==> src/rtl/bp_me_wb_arbiter.sv <==
// Round-robin arbiter that shares one Wishbone B4 classic slave port among
// num_masters_p masters. A grant covers a whole bus cycle (while cyc is held).
// Ack and read data are routed back to the granted master only.
// Optional watchdog: define BP_ME_WB_ARBITER_TIMEOUT_EN to terminate slave
// cycles that stay unacknowledged for timeout_cycles_p strobe cycles.
module bp_me_wb_arbiter #(
    parameter int num_masters_p    = 2,
    parameter int adr_width_p      = 37,
    parameter int data_width_p     = 64,
    parameter int timeout_cycles_p = 1024,
    localparam int sel_width_lp    = data_width_p / 8,
    localparam int grant_width_lp  = (num_masters_p > 1) ? $clog2(num_masters_p) : 1
) (
    input  logic                                    clk_i,
    input  logic                                    reset_i,
    input  logic [num_masters_p*adr_width_p-1:0]    m_adr_i,
    input  logic [num_masters_p*data_width_p-1:0]   m_dat_i,
    input  logic [num_masters_p*sel_width_lp-1:0]   m_sel_i,
    input  logic [num_masters_p-1:0]                m_we_i,
    input  logic [num_masters_p-1:0]                m_cyc_i,
    input  logic [num_masters_p-1:0]                m_stb_i,
    output logic [data_width_p-1:0]                 m_dat_o,
    output logic [num_masters_p-1:0]                m_ack_o,
    output logic [adr_width_p-1:0]                  s_adr_o,
    output logic [data_width_p-1:0]                 s_dat_o,
    output logic [sel_width_lp-1:0]                 s_sel_o,
    output logic                                    s_we_o,
    output logic                                    s_cyc_o,
    output logic                                    s_stb_o,
    input  logic [data_width_p-1:0]                 s_dat_i,
    input  logic                                    s_ack_i,
    output logic [grant_width_lp-1:0]               grant_id_o,
    output logic                                    timeout_o
);

    typedef enum logic [1:0] {e_idle, e_busy, e_abort} state_e;

    state_e                     state_q, state_d;
    logic [grant_width_lp-1:0]  grant_q, grant_d;
    logic [grant_width_lp-1:0]  rr_ptr_q, rr_ptr_d;

    // Per-master views of the flattened input buses
    logic [adr_width_p-1:0]     adr_arr  [num_masters_p];
    logic [data_width_p-1:0]    dat_arr  [num_masters_p];
    logic [sel_width_lp-1:0]    sel_arr  [num_masters_p];

    for (genvar gi = 0; gi < num_masters_p; gi++) begin : g_unpack
        assign adr_arr[gi] = m_adr_i[gi*adr_width_p +: adr_width_p];
        assign dat_arr[gi] = m_dat_i[gi*data_width_p +: data_width_p];
        assign sel_arr[gi] = m_sel_i[gi*sel_width_lp +: sel_width_lp];
    end

    logic gnt_cyc;
    logic gnt_stb;
    assign gnt_cyc = m_cyc_i[grant_q];
    assign gnt_stb = m_stb_i[grant_q];

    // Master after the current grant, wrapping; becomes the new search start on release
    logic [grant_width_lp-1:0] next_ptr;
    assign next_ptr = (grant_q == grant_width_lp'(num_masters_p - 1)) ? '0 : grant_q + 1'b1;

    // Round-robin search: first requester at or after rr_ptr_q
    logic                       pick_found;
    logic [grant_width_lp-1:0]  pick_idx;
    logic [31:0]                pick_cand;
    always_comb begin
        pick_found = 1'b0;
        pick_idx   = '0;
        pick_cand  = '0;
        for (int i = 0; i < num_masters_p; i++) begin
            pick_cand = (32'(rr_ptr_q) + 32'(i)) % 32'(num_masters_p);
            if (!pick_found && m_cyc_i[pick_cand[grant_width_lp-1:0]]) begin
                pick_found = 1'b1;
                pick_idx   = pick_cand[grant_width_lp-1:0];
            end
        end
    end

`ifdef BP_ME_WB_ARBITER_TIMEOUT_EN
    localparam int cnt_width_lp = $clog2(timeout_cycles_p) + 1;
    logic [cnt_width_lp-1:0] cnt_q, cnt_d;
    logic                    expire;

    // Watchdog fires on the last allowed strobe cycle unless the slave acks in it
    assign expire = (state_q == e_busy) && gnt_cyc && gnt_stb && !s_ack_i
                    && (cnt_q == cnt_width_lp'(timeout_cycles_p - 1));

    // Count strobe cycles awaiting ack; any ack, expiry or leaving busy clears it
    always_comb begin
        cnt_d = '0;
        if ((state_q == e_busy) && gnt_cyc && gnt_stb && !s_ack_i && !expire) begin
            cnt_d = cnt_q + 1'b1;
        end
    end

    // Watchdog counter register
    always_ff @(posedge clk_i or posedge reset_i) begin
        if (reset_i) begin
            cnt_q <= '0;
        end else begin
            cnt_q <= cnt_d;
        end
    end
`else
    localparam int unused_timeout_lp = timeout_cycles_p;
    logic expire;
    assign expire = 1'b0;
`endif

    // State, grant and round-robin pointer registers
    always_ff @(posedge clk_i or posedge reset_i) begin
        if (reset_i) begin
            state_q  <= e_idle;
            grant_q  <= '0;
            rr_ptr_q <= '0;
        end else begin
            state_q  <= state_d;
            grant_q  <= grant_d;
            rr_ptr_q <= rr_ptr_d;
        end
    end

    // Next-state: grant from idle, release when the owner drops cyc
    always_comb begin
        state_d  = state_q;
        grant_d  = grant_q;
        rr_ptr_d = rr_ptr_q;
        case (state_q)
            e_idle: begin
                if (pick_found) begin
                    grant_d = pick_idx;
                    state_d = e_busy;
                end
            end
            e_busy: begin
                if (!gnt_cyc) begin
                    state_d  = e_idle;
                    rr_ptr_d = next_ptr;
                end else if (expire) begin
                    state_d = e_abort;
                end
            end
            e_abort: begin
                if (!gnt_cyc) begin
                    state_d  = e_idle;
                    rr_ptr_d = next_ptr;
                end
            end
            default: state_d = e_idle;
        endcase
    end

    // Outputs: slave side muxed from the grant, ack/data routed to the grant
    always_comb begin
        s_adr_o   = adr_arr[grant_q];
        s_dat_o   = dat_arr[grant_q];
        s_sel_o   = sel_arr[grant_q];
        s_we_o    = m_we_i[grant_q];
        s_cyc_o   = 1'b0;
        s_stb_o   = 1'b0;
        m_ack_o   = '0;
        m_dat_o   = s_dat_i;
        timeout_o = 1'b0;
        if (state_q == e_busy) begin
            s_cyc_o          = gnt_cyc;
            s_stb_o          = gnt_stb;
            m_ack_o[grant_q] = s_ack_i;
            if (expire) begin
                m_ack_o[grant_q] = 1'b1;
                m_dat_o          = '1;
                timeout_o        = 1'b1;
            end
        end
    end

    assign grant_id_o = grant_q;

endmodule

==> config.mk <==
export PLATFORM = sky130hd
export DESIGN_NAME = bp_me_wb_arbiter
export DESIGN_NICKNAME = d
export VERILOG_FILES = /design/src/rtl/bp_me_wb_arbiter.sv
export SDC_FILE = /design/constraint.sdc
export NUM_CORES = 1
export LEC_CHECK = 0
export ABC_CLOCK_PERIOD_IN_PS = 1500
export BUFFER_PORTS_ARGS = -buffer_cell sky130_fd_sc_hd__buf_4
export CAP_MARGIN = 10
export CORE_AREA = 2 2 184 186
export DETAILED_ROUTE_END_ITERATION = 8
export DIE_AREA = 0 0 186 188
export PLACE_DENSITY = 0.41
export SYNTH_ARGS = -nofsm -noshare
export SYNTH_HDL_FRONTEND = slang
export SYNTH_SLANG_ARGS = --single-unit
export TNS_END_PERCENT = 1
==> constraint.sdc <==
create_clock -name clk_i -period 1.5 [get_ports clk_i]
set_input_delay 0.15 -clock clk_i [delete_from_list [all_inputs] [get_ports clk_i]]
set_output_delay 0.15 -clock clk_i [all_outputs]
set_load 0.005 [all_outputs]
==> impl_metrics.py, run 1 <==
metrics = {
    "logic_synthesis": {
        "synth_cells": 210,
        "syn_nets": 501,
        "avgSynthCellArea_sq_um": 10.15,
        "yosysTopAreaCellShare": 0.3964,
        "yosys.area.top_type": "mux2_2",
        "yosysUniqueCellTypes": 15,
        "ys_seq_area_frac": 0.03523,
        "async_flop_share": 1.000,
        "synth.most_common_cell": "mux2_2",
        "ys_ff_latch": 3,
        "synth_ff_type": "dfrtp_1",
        "yosysWarnings": 0,
        "synth_edf_count": 0,
        "synth_common_cells": "mux2_2, buf_4, mux2_4",
        "synth_area_leaders": "mux2_2, mux2_4, buf_4",
        "netlist_area_sq_mm": 0.002131,
    },
    "global_routing": {
        "grt_pass1_wl_um": 15320,
        "grt.overflow.total": 0,
        "grt_use_total": 0.05859,
        "grt_pass1_vias": 2705,
        "grt_max_degree": 18,
        "antenna_found_initial": 0,
    },
    "timing": {
        "final_hold_viol_count": 0,
        "finalSetupViolations": 106,
        "rsz0062_at_grt": "true",
        "setup_ws_ps": -180.2,
        "fin_crit_sh": 1.120,
        "slew_violations": 0,
        "fmax_ghz": 0.5952,
        "period_needed_ps": 1680,
        "skew_ps": 2.374,
    },
    "run_status": {
        "status": "finished with violations",
        "violations": "negative setup slack",
    },
    "drt": {
        "routedWlPerCell_um": 12.34,
        "wirelength_um": 11710,
        "dr_wl_met3_um": 1238,
        "drtIter0Drc": 25,
        "met2_length_um": 6277,
        "via_count": 2653,
        "viasPerCell": 2.796,
        "drtPass1Iterations": 4,
        "final_antenna_net_count": 0,
        "remaining_drc_errors": 0,
        "met1Wirelength_um": 3958,
        "maxUsedRoutingLayer": "met4",
    },
    "layout": {
        "n_antenna_cell": 0,
        "drive_gt1_frac": 0.9581,
        "area_growth_pct": 140.0,
        "fin_nets": 793,
        "fin_util": 0.1544,
    },
    "clock_network": {
        "worstSkewPairLatency_ps": 220,
        "cts_max_path_buffers": 2,
        "htreeDepth": 1,
        "cts_buffers": 3,
        "clk_pin_slew_worst_paths_ps": 30,
        "cts_root_buf": "clkbuf_16",
        "cts.sinks": 3,
        "cts_tree": "yes",
    },
    "critical_path": {
        "required_ps": 1350,
        "crit_path_max_fanout": 15,
        "cp.arrival_ps": 1530,
        "reg2reg_depth": 3,
        "rr_startpoint": "grant_id_o",
        "regToRegEndpoint": "state_q[0]",
        "cp-startpoint": "grant_id_o",
        "crit_path_end": "s_dat_o[59]",
        "cp-start-kind": "flip-flop",
        "worstSetupEndpointType": "output pin",
        "worstSetupPathType": "reg2out",
        "r2r_slack_ps": 430,
    },
    "floorplanning": {
        "start_util": 0.06435,
        "placementRows": 67,
        "die_h_um": 188,
        "die_area_sq_mm": 0.03497,
        "die_width_um": 186,
        "coreArea_sq_mm": 0.03311,
        "ios": 471,
    },
    "pwr": {
        "total_leakage_power_nw": 2.546,
        "power.share.switching": 0.3220,
        "internal_power_mw": 3.612,
        "p_seq_frac": 0.029,
        "clkPwrFrac": 0.078,
        "finalPower_mw": 5.327,
        "switchingPower_mw": 1.715,
        "ir_drop_mv": 0.5531,
        "combPwrFrac": 0.892,
        "power_density_mw_per_mm2": 1042,
    },
    "placement": {
        "dp_worst_setup_slack_ps": 4.256,
        "port_buffers": 341,
        "gp_congestion": 0.6589,
        "post-dp-hpwl_um": 10650,
    },
    "flow_run": {
        "drv_cap": 0,
    },
    "hold_path": {
        "hold_class": "in2reg",
    },
}
[area by class of cell]
type / instances / area, sq um
sequential: 3 / 78.83
timing repair buffer: 365 / 2912
inverter: 3 / 11.26
tap: 448 / 560.5
multi-input combinational: 126 / 1473
clock buffer: 4 / 78.83
fill: 3780 / 28000
[metrics by stage]
step / cell area (sq um) / instances / setup TNS [ps] / hold WS (ps)
3_3_place_gp: 4875 / 939 / 0 / 43.66
3_5_place_dp: 4875 / 939 / 0 / 49.38
4_1_cts: 5072 / 944 / -13660 / 154.6
2_1_floorplan: 2131 / 210 / 0 / -96.36
6_report: 5114 / 949 / -12000 / 154.2
5_1_grt: 5114 / 949 / -16920 / 173.1
[power by group through the flow]
stage | clock (mW) | combinational, mW | sequential, mW
2_1_floorplan | 0 | 2.30 | 0.134
3_3_place_gp | 0 | 4.58 | 0.155
3_5_place_dp | 0 | 4.56 | 0.155
4_1_cts | 0.427 | 4.77 | 0.157
5_1_grt | 0.435 | 5.10 | 0.166
6_report | 0.418 | 4.75 | 0.157
[flip-flops by register name, indices dropped and copies added (netlist names)]
signal      cells
state_q         1
grant_id_o      1
rr_ptr_q        1
[critical path, cell delays in order (launching register included)]
cell     delay [ps]
dfrtp_4         430
buf_12          160
buf_12          170
mux2_2          370
buf_4           140
[cells in the final DEF (no fill, tap or decap), drive strengths merged]
cell type / instances
inv: 3
clkbuf: 4
nand2: 2
o21ai: 2
a31oi: 1
a21oi: 3
dlygate4sd3: 1
and3: 1
nor2: 4
conb: 1
dfrtp: 3
mux2i: 2
buf: 364
mux2: 110
[per-layer routing]
layer	global-route usage	vias to the layer above
met5	0	-
met4	0.02059	0
met3	0.01146	28
met2	0.1192	215
met1	0.05683	1151
li1	-	1259
[repair_timing]
item / in CTS / in global routing
resized for setup: 29 / 1
hold buffers: 1 / 0
buffers inserted: 0 / 5
setup endpoints to repair: 105 / 114
gates cloned: 0 / 0
endpoints found under the hold margin: 3 / 0
[cells by family after synthesis]
family	Yosys count	synth area share
compound gates	6	0.01468
mux	112	0.6524
simple gates	7	0.01351
buf+inv	81	0.2824
other cells	1	0.001760
flops	3	0.03523
[worst min-delay path by stage]
stage | slack, ps | startpoint | endpoint | cells past startpoint
floorplan | -100 | reset_i | grant_id_o | 1
global placement | 40 | reset_i | grant_id_o | 2
detailed placement | 50 | reset_i | grant_id_o | 2
CTS | 150 | m_cyc_i[0] | grant_id_o | 2
global route | 170 | m_cyc_i[0] | grant_id_o | 2
finish | 150 | m_cyc_i[0] | grant_id_o | 2
No activity file was read; power rests on OpenSTA's default activity.
==> inputs of run 2 (changes only) <==
--- a/config.mk
+++ b/config.mk
@@ -5,12 +5,12 @@
 export SDC_FILE = /design/constraint.sdc
 export NUM_CORES = 1
 export LEC_CHECK = 0
-export ABC_CLOCK_PERIOD_IN_PS = 1500
 export BUFFER_PORTS_ARGS = -buffer_cell sky130_fd_sc_hd__buf_4
 export CAP_MARGIN = 10
 export CORE_AREA = 2 2 184 186
 export DETAILED_ROUTE_END_ITERATION = 8
 export DIE_AREA = 0 0 186 188
+export GPL_TIMING_DRIVEN = 0
 export PLACE_DENSITY = 0.41
 export SYNTH_ARGS = -nofsm -noshare
 export SYNTH_HDL_FRONTEND = slang
==> impl_metrics.py, run 2 (synthesis gave the netlist of run 1 again) <==
metrics = {
    "run_status": {
        "status": "finished with violations",
        "violations": "negative setup slack",
    },
    "clock_network": {
        "cts_tree": "yes",
        "worstSkewPairLatency_ps": 220,
        "cts_max_path_buffers": 2,
        "clk_pin_slew_worst_paths_ps": 30,
        "cts_buffers": 3,
        "cts_root_buf": "clkbuf_16",
        "htreeDepth": 1,
        "cts.sinks": 3,
    },
    "pwr": {
        "finalPower_mw": 5.779,
        "total_leakage_power_nw": 3.176,
        "ir_drop_mv": 0.4468,
        "power_density_mw_per_mm2": 942.6,
    },
    "placement": {
        "port_buffers": 405,
        "post-dp-hpwl_um": 12180,
        "post_dp_cell_area_sq_mm": 0.005732,
        "gp_congestion": 0.6802,
    },
    "layout": {
        "n_antenna_cell": 0,
        "drive_gt1_frac": 0.9649,
        "fin_nets": 919,
        "final_cell_mix": "buf_4, mux2_2, mux2_4",
        "area_growth_pct": 187.7,
        "final_common_cell": "buf_4",
        "stdcell_area_sq_mm": 0.006131,
    },
    "critical_path": {
        "slowest_delay_ps": 400,
        "crit_path_max_fanout": 9,
        "cp.arrival_ps": 1540,
        "worstPathCellList": "buf_12, buf_12, buf_12, mux2_4, buf_6",
        "crit_buf_inv": 4,
        "worstSetupPathType": "reg2out",
        "slowest_stage": "dfrtp_1",
        "path_common_cell": "buf_12",
        "worstSetupEndpointType": "output pin",
        "cp-start-kind": "flip-flop",
        "cpLargestDelayFamily": "buffers and inverters",
        "required_ps": 1350,
    },
    "global_routing": {
        "grt_pass1_vias": 3109,
        "use_met2": 0.1433,
        "antenna_found_initial": 0,
        "grt_busiest_layer": "met2",
        "grt_use_met1": 0.06516,
        "grt_max_degree": 11,
        "use_met3": 0.01010,
        "grt_use_total": 0.06654,
        "grt.overflow.total": 0,
        "grt_pass1_wl_um": 17530,
    },
    "drt": {
        "wirelength_um": 13800,
        "final_antenna_net_count": 0,
        "via_count": 3135,
        "routedWlPerCell_um": 12.84,
        "viasPerCell": 2.916,
        "drtIter0Drc": 41,
        "drtPass1Iterations": 6,
        "remaining_drc_errors": 0,
    },
    "timing": {
        "final_hold_viol_count": 0,
        "finalSetupViolations": 114,
        "setup_ws_ps": -187.2,
        "rsz0062_at_grt": "true",
        "whs_ps": 181.1,
        "fmax_ghz": 0.5927,
        "period_needed_ps": 1687,
        "skew_ps": 1.379,
        "fin_crit_sh": 1.125,
        "slew_violations": 0,
        "final.setup.tns_ps": -16120,
    },
    "floorplanning": {
        "placementRows": 67,
        "start_util": 0.06435,
        "die_area_sq_mm": 0.03497,
        "die_h_um": 188,
        "coreArea_sq_mm": 0.03311,
        "ios": 471,
        "die_width_um": 186,
    },
    "flow_run": {
        "drv_cap": 0,
    },
    "hold_path": {
        "hold_class": "in2reg",
    },
}
==> run 2: area by class of cell <==
class / count / area, sq um
repair buffers: 413 / 3262
well taps: 448 / 560.5
flip-flops and latches: 3 / 75.07
clock buffers: 4 / 78.83
multi-input cells: 126 / 1476
plain buffers: 78 / 666.9
inverters: 3 / 11.26
fillers: 3720 / 26980
==> run 2: what timing repair did <==
item | in CTS | in global routing
gates cloned | 0 | 2
resized for setup | 50 | 9
hold buffers | 1 | 0
endpoints found under the setup margin | 114 | 114
buffers inserted | 4 | 1
endpoints found under the hold margin | 3 | 0
==> run 2: per-stage QoR <==
step / cells / util / setup WS, ps
after detailed placement: 1063 / 0.1731 / -193.7
after global placement: 1063 / 0.1731 / -217.4
after floorplan: 210 / - / 261.0
after global routing: 1075 / 0.1852 / -259.7
final: 1075 / 0.1852 / -187.2
after CTS: 1072 / 0.1824 / -229.3
==> run 2: layer usage <==
metal	wire length (um)	vias to the layer above	share of wire
met3	1417	7	0.10
li1	-	1505	-
met1	4535	1365	0.33
met5	0	-	0
met4	87	0	0.0063
met2	7761	258	0.56
==> run 2: power breakdown <==
| part | switching [mW] | leakage (nW) | internal (mW) |
|---|---|---|---|
| logic | 1.80 | 3.10 | 3.42 |
| clock network | 0.0709 | 0.0382 | 0.351 |
| registers | 0.0298 | 0.0336 | 0.113 |
| total | 1.90 | 3.18 | 3.88 |
==> run 2: worst paths after layout <==
check | from | endpoint | slack (ps) | cells after the start
min | m_cyc_i[0] | grant_id_o | 180 | 2
min in group asynchronous | reset_i | grant_id_o | 380 | 3
max in group asynchronous | reset_i | state_q[0] | 980 | 3
max reg2reg | grant_id_o | state_q[0] | 210 | 5
min reg2reg | state_q[0] | state_q[0] | 530 | 1
max | grant_id_o | s_dat_o[34] | -190 | 5
